`config.mk`:
```
export PLATFORM = sky130hd
export DESIGN_NAME = fetch_stage
export DESIGN_NICKNAME = d
export VERILOG_FILES = /design/src/rtl/riscv_pkg.sv /design/src/rtl/if_id_reg.sv /design/src/rtl/fetch_stage.sv
export SDC_FILE = /design/constraint.sdc
export NUM_CORES = 1
export LEC_CHECK = 0
export ABC_CLOCK_PERIOD_IN_PS = 4610
export CAP_MARGIN = 20
export CORE_ASPECT_RATIO = 0.5
export CORE_MARGIN = 4
export CORE_UTILIZATION = 50
export DETAILED_ROUTE_END_ITERATION = 16
export PLACE_DENSITY = 0.95
export SKIP_LAST_GASP = 1
export SLEW_MARGIN = 20
export SYNTH_ARGS = -nofsm -noshare
export SYNTH_HDL_FRONTEND = slang
export SYNTH_SLANG_ARGS = --single-unit
```
`constraint.sdc`:
```
create_clock -name clk -period 4.61 [get_ports clk]
set_input_delay 0.922 -clock clk [delete_from_list [all_inputs] [get_ports clk]]
set_output_delay 0.922 -clock clk [all_outputs]
set_load 0.03 [all_outputs]
```
`src/rtl/riscv_pkg.sv`:
```
// Shared pipeline constants and the fetch-state encoding.
// Holds no logic, so it has no latency and no backpressure.
package riscv_pkg;

  localparam int          XLEN         = 32;
  localparam logic [31:0] NOP_INSTR    = 32'h0000_0013;
  localparam logic [31:0] EBREAK_INSTR = 32'h0010_0073;

  typedef enum logic {
    ST_RUN,
    ST_HALTED
  } fetch_state_e;

endpackage

```
`src/rtl/if_id_reg.sv`:
```
// Pipeline register: valid/pc/pc4/instr, with bubble > load > hold. One cycle latency.
// Backpressure: when neither load nor bubble is asserted, every field holds its value.
module if_id_reg
  import riscv_pkg::*;
#(
  parameter int W = XLEN
) (
  input  logic         clk,
  input  logic         rst,
  input  logic         load,
  input  logic         bubble,
  input  logic [W-1:0] pc_in,
  input  logic [W-1:0] pc4_in,
  input  logic [31:0]  instr_in,
  output logic         valid,
  output logic [W-1:0] pc,
  output logic [W-1:0] pc4,
  output logic [31:0]  instr
);

  logic         valid_q, valid_d;
  logic [W-1:0] pc_q, pc_d;
  logic [W-1:0] pc4_q, pc4_d;
  logic [31:0]  instr_q, instr_d;

  always_comb begin
    valid_d = valid_q;
    pc_d    = pc_q;
    pc4_d   = pc4_q;
    instr_d = instr_q;
    if (bubble) begin
      valid_d = 1'b0;
      pc_d    = '0;
      pc4_d   = '0;
      instr_d = NOP_INSTR;
    end else if (load) begin
      valid_d = 1'b1;
      pc_d    = pc_in;
      pc4_d   = pc4_in;
      instr_d = instr_in;
    end
  end

  always_ff @(posedge clk or negedge rst) begin
    if (!rst) begin
      valid_q <= 1'b0;
      pc_q    <= '0;
      pc4_q   <= '0;
      instr_q <= NOP_INSTR;
    end else begin
      valid_q <= valid_d;
      pc_q    <= pc_d;
      pc4_q   <= pc4_d;
      instr_q <= instr_d;
    end
  end

  assign valid = valid_q;
  assign pc    = pc_q;
  assign pc4   = pc4_q;
  assign instr = instr_q;

endmodule

```
`src/rtl/fetch_stage.sv`:
```
// Instruction fetch: PC register, RUN/HALTED FSM and the IF/ID register. One-cycle fetch latency.
// Backpressure: stall holds PC, IF/ID and fetch_count; redirect always wins and restarts RUN.
module fetch_stage
  import riscv_pkg::*;
#(
  parameter int             XLEN     = riscv_pkg::XLEN,
  parameter logic [XLEN-1:0] RESET_PC = '0
) (
  input  logic            clk,
  input  logic            rst,
  input  logic            stall,
  input  logic            redirect_valid,
  input  logic [XLEN-1:0] redirect_pc,
  output logic [XLEN-1:0] imem_addr,
  input  logic [31:0]     imem_rdata,
  output logic            if_id_valid,
  output logic [XLEN-1:0] if_id_pc,
  output logic [XLEN-1:0] if_id_pc4,
  output logic [31:0]     if_id_instr,
  output logic            halted,
  output logic [31:0]     fetch_count
);

  fetch_state_e    state_q, state_d;
  logic [XLEN-1:0] pc_q, pc_d;
  logic [31:0]     count_q, count_d;
  logic [XLEN-1:0] pc_plus4;
  logic            ifid_load;
  logic            ifid_bubble;

  // Natural XLEN-bit truncation gives the required wrap at the top of memory.
  assign pc_plus4 = pc_q + XLEN'(4);

  always_comb begin
    state_d     = state_q;
    pc_d        = pc_q;
    count_d     = count_q;
    ifid_load   = 1'b0;
    ifid_bubble = 1'b0;
    if (redirect_valid) begin
      pc_d        = {redirect_pc[XLEN-1:2], 2'b00};
      ifid_bubble = 1'b1;
      state_d     = ST_RUN;
    end else if (state_q == ST_HALTED) begin
      ifid_bubble = 1'b1;
    end else if (!stall) begin
      ifid_load = 1'b1;
      count_d   = (count_q == 32'hFFFF_FFFF) ? count_q : count_q + 32'd1;
      // EBREAK is still delivered downstream, but the PC parks on it.
      if (imem_rdata == EBREAK_INSTR) begin
        state_d = ST_HALTED;
      end else begin
        pc_d = pc_plus4;
      end
    end
  end

  always_ff @(posedge clk or negedge rst) begin
    if (!rst) begin
      state_q <= ST_RUN;
      pc_q    <= RESET_PC;
      count_q <= '0;
    end else begin
      state_q <= state_d;
      pc_q    <= pc_d;
      count_q <= count_d;
    end
  end

  if_id_reg #(
    .W (XLEN)
  ) u_if_id (
    .clk      (clk),
    .rst      (rst),
    .load     (ifid_load),
    .bubble   (ifid_bubble),
    .pc_in    (pc_q),
    .pc4_in   (pc_plus4),
    .instr_in (imem_rdata),
    .valid    (if_id_valid),
    .pc       (if_id_pc),
    .pc4      (if_id_pc4),
    .instr    (if_id_instr)
  );

  assign imem_addr   = pc_q;
  assign halted      = (state_q == ST_HALTED);
  assign fetch_count = count_q;

endmodule

```
==> Yosys cells after proc, flatten, opt, wreduce, memory -nomap -nowiden <==
Index checks and enable logic that the tools add are counted.
{ "word_totals": {"reg_bits": 162, "input_bits": 68, "output_inout_bits": 162, "word_cells": 42} }
{ "op_classes": {"add_sub_neg": 2, "n_eq_ne": 5, "muxes": 21, "bitwise": 4, "reduce_logical": 3} }
{ "op_table": {"columns": ["op", "count"], "rows": [
  ["$mux 32", 10],
  ["$add 32x1->32 const B", 1],
  ["$add 32x3->32 const B", 1],
  ["$eq 32x21->1 const B", 1],
  ["$eq 32x32->1 const B", 1],
  ["$mux 1", 11],
  ["$ne 2x2->1 const B", 2],
  ["$not 1->1", 4],
  ["$reduce_and 4->1", 1],
  ["$reduce_and 3->1", 1],
  ["$ne 2x1->1 const B", 1],
  ["$reduce_bool 2->1", 1]
]} }

==> Longest topological paths before layout <==
{ "logic_depth": {"word_depth": 5, "ltp_mapped": 8} }

==> By module <==
Synthesis repeated with hierarchy kept, for this count alone.
{ "hier_totals": {"cells_unflattened": 740, "area_unflattened_um2": 7771.2} }
{ "by_module_without_submodules": {"columns": ["mod", "instances", "cells_each", "area_per_inst_um2"], "rows": [
  ["if_id_reg", 1, 313, 3923.8],
  ["fetch_stage", 1, 427, 3847.4]
]} }

==> Worst setup path before layout <==
OpenSTA, ideal clock, no wires.
{ "synth_path": {"path_type": "input to register", "startpoint": "input port redirect_valid", "endpoint": "register count_q[24] (netlist: fetch_count[24])", "setup_time_ps": 134, "t_arrival_ps": 2439, "slack_ps": 2037, "path_stages": 6, "path_buffers": 1, "cell_sequence": "buf_6 or3_4 or3_4 a311oi_4 nand4_1 xnor2_1"} }
{ "synth_via": {"elab_chain_cells": 2} }
{ "synth_rtl": {"columns": ["element", "line_no", "source"], "rows": [
  ["from (decl)", "fetch_stage.sv:12", "input logic redirect_valid,"],
  ["$not 1->1 (no line)", null, null],
  ["$reduce_and 4->1 (no line)", null, null],
  ["to (signal assigned)", "fetch_stage.sv:66", "count_q <= count_d;"],
  ["to (decl)", "fetch_stage.sv:26", "logic [31:0] count_q, count_d;"]
]} }
Every way passes these cells.
A chain may end at the register's enable or synchronous reset.

==> Final worst setup path <==
{ "layout_path": {"startpoint": "input port stall", "endpoint": "register count_q[28] (netlist: fetch_count[28])"} }
{ "layout_via": {"elab_chain_cells": 2} }
{ "layout_rtl": {"columns": ["element", "line_no", "source"], "rows": [
  ["from (decl)", "fetch_stage.sv:11", "input logic stall,"],
  ["$not 1->1 (no line)", null, null],
  ["$reduce_and 4->1 (no line)", null, null]
]} }
Every way passes these cells.

==> impl_metrics.xml <==
<?xml version="1.0" encoding="UTF-8"?>
<metrics>
  <group name="place">
    <metric name="port-buffer-count" unit="">221</metric>
    <metric name="placed_cell_area" unit="sq mm">0.00939</metric>
    <metric name="gpl.final_weighted_congestion" unit="">0.859</metric>
    <metric name="placedCellCount" unit="">1033</metric>
    <metric name="detailedPlacementHpwl" unit="mm">14.7</metric>
  </group>
  <group name="die">
    <metric name="floorplan.io_pins" unit="">230</metric>
    <metric name="floorplan.die.height" unit="microns">91.9</metric>
    <metric name="floorplan.initialDensity" unit="%">51.6</metric>
    <metric name="design.die.area" unit="sq mm">0.0162</metric>
    <metric name="num_rows" unit="">30</metric>
    <metric name="chipWidth" unit="microns">176</metric>
    <metric name="coreArea" unit="sq mm">0.0137</metric>
  </group>
  <group name="clock_tree">
    <metric name="htreeDepth" unit="">4</metric>
    <metric name="tritoncts_clock_tree" unit="">yes</metric>
    <metric name="postCtsHoldBufs" unit="">0</metric>
    <metric name="insertion_delay" unit="ns">0.42</metric>
    <metric name="clk_root_buffer_cell" unit="">sky130_fd_sc_hd__clkbuf_16</metric>
    <metric name="postCtsSetupRepairBufs" unit="">0</metric>
    <metric name="cts_made_buffers" unit="">17</metric>
    <metric name="path_clk_slew" unit="ns">0.06</metric>
    <metric name="cts.path.max_buffers" unit="">2</metric>
    <metric name="cts_num_sinks" unit="">156</metric>
    <metric name="post_cts_resized" unit="">0</metric>
  </group>
  <group name="setup_path">
    <metric name="most_frequent_cell_on_the_critical_path" unit="">sky130_fd_sc_hd__or3_4</metric>
    <metric name="critPathKind" unit="">primary input to flip-flop</metric>
    <metric name="crit-reg2reg-launch" unit="">imem_addr[4]</metric>
    <metric name="reg2reg_to" unit="">imem_addr[27]</metric>
    <metric name="reg2reg_depth" unit="">5</metric>
    <metric name="slack_of_the_worst_reg_to_reg_path" unit="ns">1.89</metric>
    <metric name="critPathSlowestCell" unit="">sky130_fd_sc_hd__or3_4</metric>
    <metric name="data_required_critical_path" unit="ns">4.91</metric>
    <metric name="worstPathCellList" unit="">clkdlybuf4s50_1 &gt; or3_4 &gt; or3_4 &gt; a311oi_4 &gt; nand3_1 &gt; xnor2_1</metric>
    <metric name="timing.critical_path.from" unit="">stall</metric>
    <metric name="worst_setup_path_end_kind" unit="">flip-flop</metric>
    <metric name="worstSetupStartpointType" unit="">primary input</metric>
    <metric name="cpPeakStageDelay" unit="ns">0.60</metric>
    <metric name="cp_data_arrival_time" unit="ns">3.34</metric>
    <metric name="end_of_the_critical_path" unit="">fetch_count[28]</metric>
    <metric name="crit_fanout" unit="">40</metric>
  </group>
  <group name="global_routing">
    <metric name="initial_antenna_violation_count" unit="">0</metric>
    <metric name="grt_pass1_vias" unit="">6464</metric>
    <metric name="grt_util_all_layers" unit="%">26.1</metric>
    <metric name="grt.overflow.total" unit="">0</metric>
    <metric name="grt_pass1_wl" unit="mm">34.1</metric>
    <metric name="grt_max_degree" unit="">76</metric>
  </group>
  <group name="yosys">
    <metric name="synthTopCellsByCount" unit="">sky130_fd_sc_hd__dfrtp_1, sky130_fd_sc_hd__nand2_1, sky130_fd_sc_hd__a22o_1</metric>
    <metric name="synth.avg_cell_area" unit="sq um">10.8</metric>
    <metric name="post-synth-top-area-fraction" unit="%">54.3</metric>
    <metric name="ys_top_cells_by_area" unit="">sky130_fd_sc_hd__dfrtp_1, sky130_fd_sc_hd__a22o_1, sky130_fd_sc_hd__xor2_1, sky130_fd_sc_hd__o21ai_0, sky130_fd_sc_hd__nand2_1</metric>
    <metric name="syn-instance-count" unit="">652</metric>
    <metric name="synthFlopType" unit="">sky130_fd_sc_hd__dfrtp_1</metric>
    <metric name="yosys_register_bits" unit="">156</metric>
    <metric name="async_flop_share" unit="%">100</metric>
    <metric name="yosysTopAreaCell" unit="">sky130_fd_sc_hd__dfrtp_1</metric>
    <metric name="library_cell_with_the_highest_instance_count_after_synthesis" unit="">sky130_fd_sc_hd__dfrtp_1</metric>
    <metric name="synth_seq_area_share" unit="%">55.5</metric>
    <metric name="syn_area" unit="sq mm">0.00705</metric>
    <metric name="netlist-cell-type-count" unit="">51</metric>
    <metric name="synth-edff-count" unit="">0</metric>
    <metric name="synth.yosys.warnings" unit="">0</metric>
  </group>
  <group name="timing">
    <metric name="tightest_slew" unit="ns">1.02</metric>
    <metric name="hold_slack" unit="ns">0.479</metric>
    <metric name="number_of_failing_hold_endpoints_at_the_final_stage" unit="">0</metric>
    <metric name="finalSetupTns" unit="ns">0</metric>
    <metric name="worst_slew_margin_rel" unit="%">31.5</metric>
    <metric name="grt_setup_unrepaired" unit="">no</metric>
    <metric name="final_min_period_over_clock_period" unit="%">65.9</metric>
    <metric name="timing.final.max_slew_violations" unit="">0</metric>
    <metric name="max_freq" unit="MHz">329</metric>
    <metric name="final-setup-viol-count" unit="">0</metric>
    <metric name="fin_worst_skew" unit="ns">0.0128</metric>
    <metric name="period_minus_slack" unit="ns">3.04</metric>
  </group>
  <group name="detailed_routing">
    <metric name="dr_total_vias" unit="">6224</metric>
    <metric name="drc" unit="">0</metric>
    <metric name="top_layer" unit="">met4</metric>
    <metric name="route.layer.met1.wl" unit="mm">8.21</metric>
    <metric name="post_drt_wl_per_cell" unit="microns">19.7</metric>
    <metric name="vias_per_cell" unit="">5.84</metric>
    <metric name="number_of_violations_reported_at_the_end_of_detailed_routing_iteration_0" unit="">421</metric>
    <metric name="routed_wl" unit="mm">21.0</metric>
    <metric name="met3_wirelength" unit="mm">1.22</metric>
    <metric name="postRouteAntennaNets" unit="">0</metric>
    <metric name="met2_length" unit="mm">10.6</metric>
    <metric name="detailedRoute.firstPassIterationCount" unit="">5</metric>
  </group>
  <group name="power_and_ir_drop">
    <metric name="cellLeakagePower" unit="uW">0.00415</metric>
    <metric name="cellPowerDensity" unit="mW/mm^2">384</metric>
    <metric name="ir_drop" unit="V">0.000232</metric>
  </group>
  <group name="cells_and_area">
    <metric name="finish.utilization" unit="%">73.1</metric>
    <metric name="layout.cell_area.non_filler" unit="sq mm">0.00999</metric>
    <metric name="syn_to_final_growth" unit="%">41.8</metric>
    <metric name="stdcell_count" unit="">1065</metric>
    <metric name="n_antenna_cell" unit="">0</metric>
    <metric name="layout.filler_cells" unit="">885</metric>
    <metric name="share_of_cells_above_drive_strength_1" unit="%">6.87</metric>
    <metric name="layout.nets" unit="">930</metric>
  </group>
  <group name="run_status">
    <metric name="run_status" unit="">complete, no violations</metric>
  </group>
  <group name="hold_path">
    <metric name="min-delay-path-class" unit="">flip-flop to flip-flop</metric>
  </group>
  <group name="flow_run">
    <metric name="maxCapViolations" unit="">0</metric>
  </group>
</metrics>
registers in the layout, summed over array words and instances, names as in the netlist:
register       count
u_if_id.pc        30
halted             1
imem_addr         30
fetch_count       32
u_if_id.pc4       30
u_if_id.instr     32
u_if_id.valid      1
placed cells by master, fill, tap and decap left out, types with 5 or more instances in the layout:
master,n
sky130_fd_sc_hd__buf_4,12
sky130_fd_sc_hd__o2111ai_1,5
sky130_fd_sc_hd__nand2_1,64
sky130_fd_sc_hd__and4_1,5
sky130_fd_sc_hd__clkdlybuf4s50_1,220
sky130_fd_sc_hd__a31oi_1,14
sky130_fd_sc_hd__o21ai_0,53
sky130_fd_sc_hd__clkbuf_16,17
sky130_fd_sc_hd__a22o_1,63
sky130_fd_sc_hd__nor4_1,8
sky130_fd_sc_hd__xnor2_1,27
sky130_fd_sc_hd__nor3_1,16
sky130_fd_sc_hd__xor2_1,44
sky130_fd_sc_hd__nand4_1,25
sky130_fd_sc_hd__inv_6,6
sky130_fd_sc_hd__and3_1,6
sky130_fd_sc_hd__nand3_1,25
sky130_fd_sc_hd__nor2_1,31
sky130_fd_sc_hd__dfrtp_1,153
sky130_fd_sc_hd__o211ai_1,8
sky130_fd_sc_hd__or3_1,15
sky130_fd_sc_hd__conb_1,6
metal layers:
| metal | vias to the layer above | global-route usage (%) |
|---|---|---|
| li1 | 2775 | - |
| met5 | - | 0 |
| met2 | 315 | 44.2 |
| met3 | 75 | 3.87 |
| met4 | 0 | 13.9 |
| met1 | 3059 | 32.6 |
worst max-delay path: cells and delay by family:
kind	cells	cell delay, ns
AO/OA/AOI/OAI	1	0.43
buffers and inverters	1	0.56
AND/OR/NAND/NOR	3	1.25
XOR/XNOR	1	0.16
final cells by class:
cell class                 instances  area [sq um]  share of cell area, %
clock buffer                      17           425                   4.26
sequential                       156          3910                   39.1
timing repair buffer             233          2300                   23.0
clock inverter                    15           175                   1.75
inverter                           4          15.0                  0.150
multi-input combinational        448          2930                   29.3
tap                              192           240                   2.40
report_power, final:
part	switching, uW	total [uW]	internal, uW
Sequential	132	1610	1480
Clock	627	1450	820
Combinational	446	778	332
cells by family after synthesis:
group                    Yosys count  synth area share (%)
AND/OR/NAND/NOR                  214                  15.9
AO/OA/AOI/OAI                    153                  15.7
other                              1                0.0532
multiplexers                       2                 0.302
flip-flops                       156                  55.5
adder cells (fa/ha/maj)            2                 0.355
buffers and inverters             53                  3.43
XOR/XNOR                          71                  8.82
how the worst min path moves through the flow:
| stage | startpoint | endpoint | slack [ns] | cells after the start |
|---|---|---|---|---|
| finish | u_if_id.pc4[30] | u_if_id.pc4[30] | 0.48 | 2 |
| global route | u_if_id.pc4[2] | u_if_id.pc4[2] | 0.51 | 2 |
| detailed placement | u_if_id.pc4[30] | u_if_id.pc4[30] | 0.47 | 2 |
| global placement | u_if_id.pc4[10] | u_if_id.pc4[10] | 0.46 | 2 |
| floorplan | u_if_id.instr[0] | u_if_id.instr[0] | 0.62 | 1 |
| CTS | u_if_id.pc4[30] | u_if_id.pc4[30] | 0.48 | 2 |
stage by stage:
| step | worst slack, ns | power (uW) |
|---|---|---|
| 2_1_floorplan | 2.04 | 2020 |
| 3_3_place_gp | 1.19 | 2380 |
| 3_5_place_dp | 1.17 | 2410 |
| 4_1_cts | 1.60 | 3850 |
| 5_1_grt | 1.47 | 3970 |
| 6_report | 1.57 | 3830 |
Note: power is estimated with default switching activity, not from simulation.
